`src/rtl/register_file_pkg.sv`:
```
// register_file_pkg
//   Shared core constants for the architectural register file.
//   REGISTER_WIDTH : default bit width of each register and data bus.
//   REGISTER_DEPTH : default number of architectural registers.
//   reg_addr_t     : register index type for the default depth.
package register_file_pkg;

    localparam int REGISTER_WIDTH = 32;
    localparam int REGISTER_DEPTH = 32;

    typedef logic [$clog2(REGISTER_DEPTH)-1:0] reg_addr_t;

endpackage

```
`src/rtl/register_file_read_port.sv`:
```
// register_file_read_port
//   One synchronous read port of the register file: registered read mux
//   plus a valid flag, with one cycle of latency from address presentation.
//   Optional macro REGFILE_WRITE_BYPASS_EN adds a write-to-read bypass so a
//   read that collides with a same-cycle write returns the new data.
//
// Ports
//   clk, rst       : clock, asynchronous active-high reset
//   read_enable    : sample the port this cycle
//   read_address   : register index to read
//   storage        : current contents of all registers
//   write_enable/write_address/write_data : write port (only with the macro)
//   read_data      : registered read result, held while idle
//   read_valid     : read_data holds a result sampled last cycle
module register_file_read_port
    import register_file_pkg::*;
#(
    parameter int WIDTH = REGISTER_WIDTH,
    parameter int DEPTH = REGISTER_DEPTH
) (
    input  logic                            clk,
    input  logic                            rst,
    input  logic                            read_enable,
    input  logic [$clog2(DEPTH)-1:0]        read_address,
    input  logic [DEPTH-1:0][WIDTH-1:0]     storage,
`ifdef REGFILE_WRITE_BYPASS_EN
    input  logic                            write_enable,
    input  logic [$clog2(DEPTH)-1:0]        write_address,
    input  logic [WIDTH-1:0]                write_data,
`endif
    output logic [WIDTH-1:0]                read_data,
    output logic                            read_valid
);

    logic [WIDTH-1:0] read_data_d, read_data_q;
    logic             read_valid_d, read_valid_q;
    logic [WIDTH-1:0] mux_data;
    logic             addr_live;

    always_comb begin
        // Address 0 and out-of-range indices (non-power-of-2 DEPTH) read as 0.
        addr_live = (read_address != '0) && (32'(read_address) < 32'(DEPTH));
        mux_data  = '0;
        if (addr_live) begin
            mux_data = storage[read_address];
        end
`ifdef REGFILE_WRITE_BYPASS_EN
        if (addr_live && write_enable && (write_address == read_address)) begin
            mux_data = write_data;
        end
`endif
        read_data_d  = read_enable ? mux_data : read_data_q;
        read_valid_d = read_enable;
    end

    always_ff @(posedge clk or posedge rst) begin
        if (rst) begin
            read_data_q  <= '0;
            read_valid_q <= 1'b0;
        end else begin
            read_data_q  <= read_data_d;
            read_valid_q <= read_valid_d;
        end
    end

    assign read_data  = read_data_q;
    assign read_valid = read_valid_q;

endmodule

```
`src/rtl/register_file.sv`:
```
// register_file
//   DEPTH x WIDTH architectural register file with one write port and two
//   synchronous read ports (1-cycle latency). Register x0 is hardwired to 0.
//   Optional macro REGFILE_WRITE_BYPASS_EN: a read colliding with a
//   same-cycle write to the same nonzero register returns the new data;
//   without it the read returns the old value (decode must forward).
//
// Ports
//   clk, rst                    : clock, asynchronous active-high reset
//   registerport_write_enable   : write strobe, always accepted
//   registerport_write_address  : destination register
//   registerport_write_data     : write data
//   read_enable_a/b             : sample read port this cycle
//   read_address_a/b            : register index for the port
//   read_data_a/b               : registered read result
//   read_valid_a/b              : result of a read sampled last cycle
module register_file
    import register_file_pkg::*;
#(
    parameter int WIDTH = REGISTER_WIDTH,
    parameter int DEPTH = REGISTER_DEPTH
) (
    input  logic                      clk,
    input  logic                      rst,
    input  logic                      registerport_write_enable,
    input  logic [$clog2(DEPTH)-1:0]  registerport_write_address,
    input  logic [WIDTH-1:0]          registerport_write_data,
    input  logic                      read_enable_a,
    input  logic [$clog2(DEPTH)-1:0]  read_address_a,
    output logic [WIDTH-1:0]          read_data_a,
    output logic                      read_valid_a,
    input  logic                      read_enable_b,
    input  logic [$clog2(DEPTH)-1:0]  read_address_b,
    output logic [WIDTH-1:0]          read_data_b,
    output logic                      read_valid_b
);

    logic [DEPTH-1:0][WIDTH-1:0] storage_d, storage_q;
    logic                        write_commit;

    always_comb begin
        // Writes to x0 or beyond DEPTH are dropped, so x0 never leaves 0.
        write_commit = registerport_write_enable
                    && (registerport_write_address != '0)
                    && (32'(registerport_write_address) < 32'(DEPTH));
        storage_d = storage_q;
        if (write_commit) begin
            storage_d[registerport_write_address] = registerport_write_data;
        end
    end

    always_ff @(posedge clk or posedge rst) begin
        if (rst) begin
            storage_q <= '0;
        end else begin
            storage_q <= storage_d;
        end
    end

    register_file_read_port #(
        .WIDTH(WIDTH),
        .DEPTH(DEPTH)
    ) u_read_port_a (
        .clk          (clk),
        .rst          (rst),
        .read_enable  (read_enable_a),
        .read_address (read_address_a),
        .storage      (storage_q),
`ifdef REGFILE_WRITE_BYPASS_EN
        .write_enable (registerport_write_enable),
        .write_address(registerport_write_address),
        .write_data   (registerport_write_data),
`endif
        .read_data    (read_data_a),
        .read_valid   (read_valid_a)
    );

    register_file_read_port #(
        .WIDTH(WIDTH),
        .DEPTH(DEPTH)
    ) u_read_port_b (
        .clk          (clk),
        .rst          (rst),
        .read_enable  (read_enable_b),
        .read_address (read_address_b),
        .storage      (storage_q),
`ifdef REGFILE_WRITE_BYPASS_EN
        .write_enable (registerport_write_enable),
        .write_address(registerport_write_address),
        .write_data   (registerport_write_data),
`endif
        .read_data    (read_data_b),
        .read_valid   (read_valid_b)
    );

endmodule

```
`config.mk`:
```
export PLATFORM = sky130hd
export DESIGN_NAME = register_file
export DESIGN_NICKNAME = d
export VERILOG_FILES = /design/src/rtl/register_file_pkg.sv /design/src/rtl/register_file_read_port.sv /design/src/rtl/register_file.sv
export SDC_FILE = /design/constraint.sdc
export NUM_CORES = 2
export LEC_CHECK = 0
export ABC_AREA = 0
export CORE_AREA = 2 2 364 456
export CTS_CLUSTER_DIAMETER = 60
export DETAILED_ROUTE_END_ITERATION = 6
export DIE_AREA = 0 0 366 458
export SLEW_MARGIN = 10
export SYNTH_ARGS = -nofsm -noshare
export SYNTH_HDL_FRONTEND = slang
export SYNTH_SLANG_ARGS = --single-unit
```
`constraint.sdc`:
```
create_clock -name clk -period 106.3 [get_ports clk]
set_input_delay 21.26 -clock clk [delete_from_list [all_inputs] [get_ports clk]]
set_output_delay 21.26 -clock clk [all_outputs]
set_load 0.01 [all_outputs]
```
==> impl_metrics.toml <==
[status]
status = "complete, no violations"

[grt]
grt.total_usage_pct = 22.57
grt_pass1_wl_mm = 278.2
grt_overflow = 0
grt_max_degree = 182
grt_pass1_vias = 38810
antenna_found_initial = 21

[clock_tree]
cts.sinks = 1090
postCtsSetupRepairBufs = 0
clk_pin_slew_ps = 60
clk_latency_ps = 730
numCtsBuffers = 107
ctsResizeCount = 0
clockBufferDepth = 3
cts_tree = "built"
cts_hold_buf = 0
cts-htree-levels = 3
root_buffer = "clkbuf_16"

[placed_design]
place_hpwl_mm = 108.8
port_buffers = 117
place_congestion = 0.7894
dpl.cell_count = 6031

[synth]
synthFlopType = "dfrtp_1"
synth_edf_count = 0
yosysMostFrequentCell = "dfrtp_1"
synthArstFlopShare_pct = 100.0
avgSynthCellArea_um2 = 13.94
synth_warnings = 0
ys_ff_latch = 1090
synth_top_cells_by_area = "dfrtp_1 48%, mux2_2 21%, mux4_2 13%, mux2i_1 6.1%, clkbuf_1 1.6%"
yosys.area.top_type = "dfrtp_1"
synth.yosys.seq_area_share_pct = 48.10
synthTopCellsByCount = "1090 x dfrtp_1, 1043 x mux2_2, 345 x mux2i_1"
synth_cell_types = 50
syn_inst = 4068
syn-num-nets = 4120
synth_top_area_share_pct = 48.10
syn_area_um2 = 56700

[sta]
clock.fmax_mhz = 38.30
hold_violations = 0
rsz0062_at_grt = "no"
setup_violations = 0
worst_slew_pin_slew_ps = 1262
fin_crit_sh_pct = 24.56
max_slew_margin_pct = 15.62
period_needed_ps = 26110
slew_viol_final = 0
setup_tns_ps = 0
finalClockSkew_ps = 17.75

[critical_path]
r2r_cells = 4
r2r_end = "u_read_port_a.read_data[26]$_DFFE_PP0P_"
worstPathMaxFanout = 181
arrival_ps = 26810
r2r_slack_ps = 104300
crit_path_end_kind = "asynchronous set/reset pin"
r2r_start = "storage_q[506]$_DFFE_PP0P_"
cp.required_ps = 107010
critPathLaunchType = "input port"
path_class = "in -> async"

[route]
drtPass1Iterations = 6
drt_iter0_drc = 3231
num_vias = 37270
finalWirelength_mm = 191.2
drt-vias-per-instance = 5.986
detail_route.wl_per_cell_um = 30.71
ant_nets = 0
drc_errors = 0

[cells_and_area]
nets = 4008
nFillCells = 15500
fin_cells = 6227
utilization_pct = 38.83
area_delta_synth_final_pct = 11.80
layout-drive-gt1-share_pct = 42.45

[hold_path]
hold_end = "storage_q[20]$_DFFE_PP0P_"
hp-class = "reg -> reg"
whs_path_depth = 0
hp-start = "storage_q[20]$_DFFE_PP0P_"

[floorplanning]
ios = 118
fp.dieArea_um2 = 167600
die_x_um = 366
die_y_um = 458
num_rows = 166
initial_core_util_pct = 34.73
fp.coreArea_um2 = 163300

[run]
maxCapViolCount = 0

[power]
ir_drop_mv = 0.01227
p_leak_nw = 27.17
p_per_area_nw_per_um2 = 18.55
kinds of logic after synthesis:
group                  Yosys count  synth area share (%)
AOI/OAI and AO/OA              432                 5.166
buffers and inverters          438                 3.361
DFF                           1090                 48.10
muxes                         1727                 40.27
and+or+nand+nor                381                 3.102
state kept, by name, summed over array words and instances, names as in the netlist:
signal,cells
storage_q,1024
u_read_port_a.read_data,32
u_read_port_b.read_data,32
u_read_port_a.read_valid,1
u_read_port_b.read_valid,1
critical path, stage by stage:
cell and delay, ps:
clkdlybuf4s50_1 490, inv_8 640, buf_12 560, buf_4 830, buf_4 910, buf_12 750, buf_4 900
layer usage:
| metal | global-route usage, % | vias up | wire, um |
|---|---|---|---|
| li1 | - | 15200 | - |
| met1 | 29.27 | 20330 | 78380 |
| met2 | 36.31 | 1301 | 90030 |
| met3 | 4.835 | 410 | 13730 |
| met4 | 10.08 | 28 | 8895 |
| met5 | 0 | - | 173 |
stage by stage:
stage / area (um^2) / setup slack, ps / hold slack [ps] / power, W
finish: 63390 / 80190 / 404.6 / 0.001176
global route: 63390 / 79300 / 413.2 / 0.001225
CTS: 63380 / 80040 / 404.6 / 0.001182
detailed placement: 59740 / 79220 / 387.6 / 0.0007819
global placement: 59740 / 79320 / 380.3 / 0.0007727
floorplan: 56700 / 54350 / 442.0 / 0.0007140
power breakdown:
part           internal (W)  switching, W
registers          0.000492     0.0000593
logic              0.000133     0.0000920
clock network      0.000230      0.000170
layout make-up:
type,count,area (um^2),share of cell area (%)
Tap cell,2184,2733,4.311
Multi-Input combinational cell,2540,27760,43.79
Sequential cell,1090,27280,43.03
Antenna cell,5,12.51,0.01974
Clock buffer,162,3299,5.205
Inverter,4,22.52,0.03553
Timing Repair Buffer,213,1943,3.065
Clock inverter,29,345.3,0.5447
placed cells by master, fill, tap and decap left out, types with 3 or more instances in the layout:
cell type and instances:
or3b_2 3, nand2b_1 19, o22ai_1 125, clkinvlp_4 3, clkbuf_16 111, a211oi_1 32, o221ai_1 16, a21oi_1 64
mux2_2 1043, nand2_2 18, clkbuf_1 18, nand3_1 4, o21a_1 15, o211ai_1 16, clkbuf_8 34, nor2_4 16
o21ai_0 46, a221oi_1 16, nand2_1 96, dfrtp_1 1090, a2111oi_0 33, mux4_2 339, buf_4 93, nor3b_1 4
nor2b_1 17, buf_8 3, bufinv_16 7, buf_12 5, or3_1 31, o22a_1 16, nand3b_1 9, clkdlybuf4s50_1 106
nor3_1 33, a22oi_1 45, diode_2 5, buf_2 5, mux2i_1 345, nor2_1 114, clkinv_2 15
worst max-delay path by stage:
stage          startpoint                           to  cells after the start
6_report              rst   storage_q[149]$_DFFE_PP0P_                      7
5_1_grt               rst   storage_q[247]$_DFFE_PP0P_                      7
4_1_cts               rst   storage_q[247]$_DFFE_PP0P_                      7
3_5_place_dp          rst   storage_q[982]$_DFFE_PP0P_                      7
3_3_place_gp          rst  storage_q[1014]$_DFFE_PP0P_                      7
2_1_floorplan         rst     storage_q[0]$_DFFE_PP0P_                      1
Note: power is estimated with default switching activity, not from simulation.
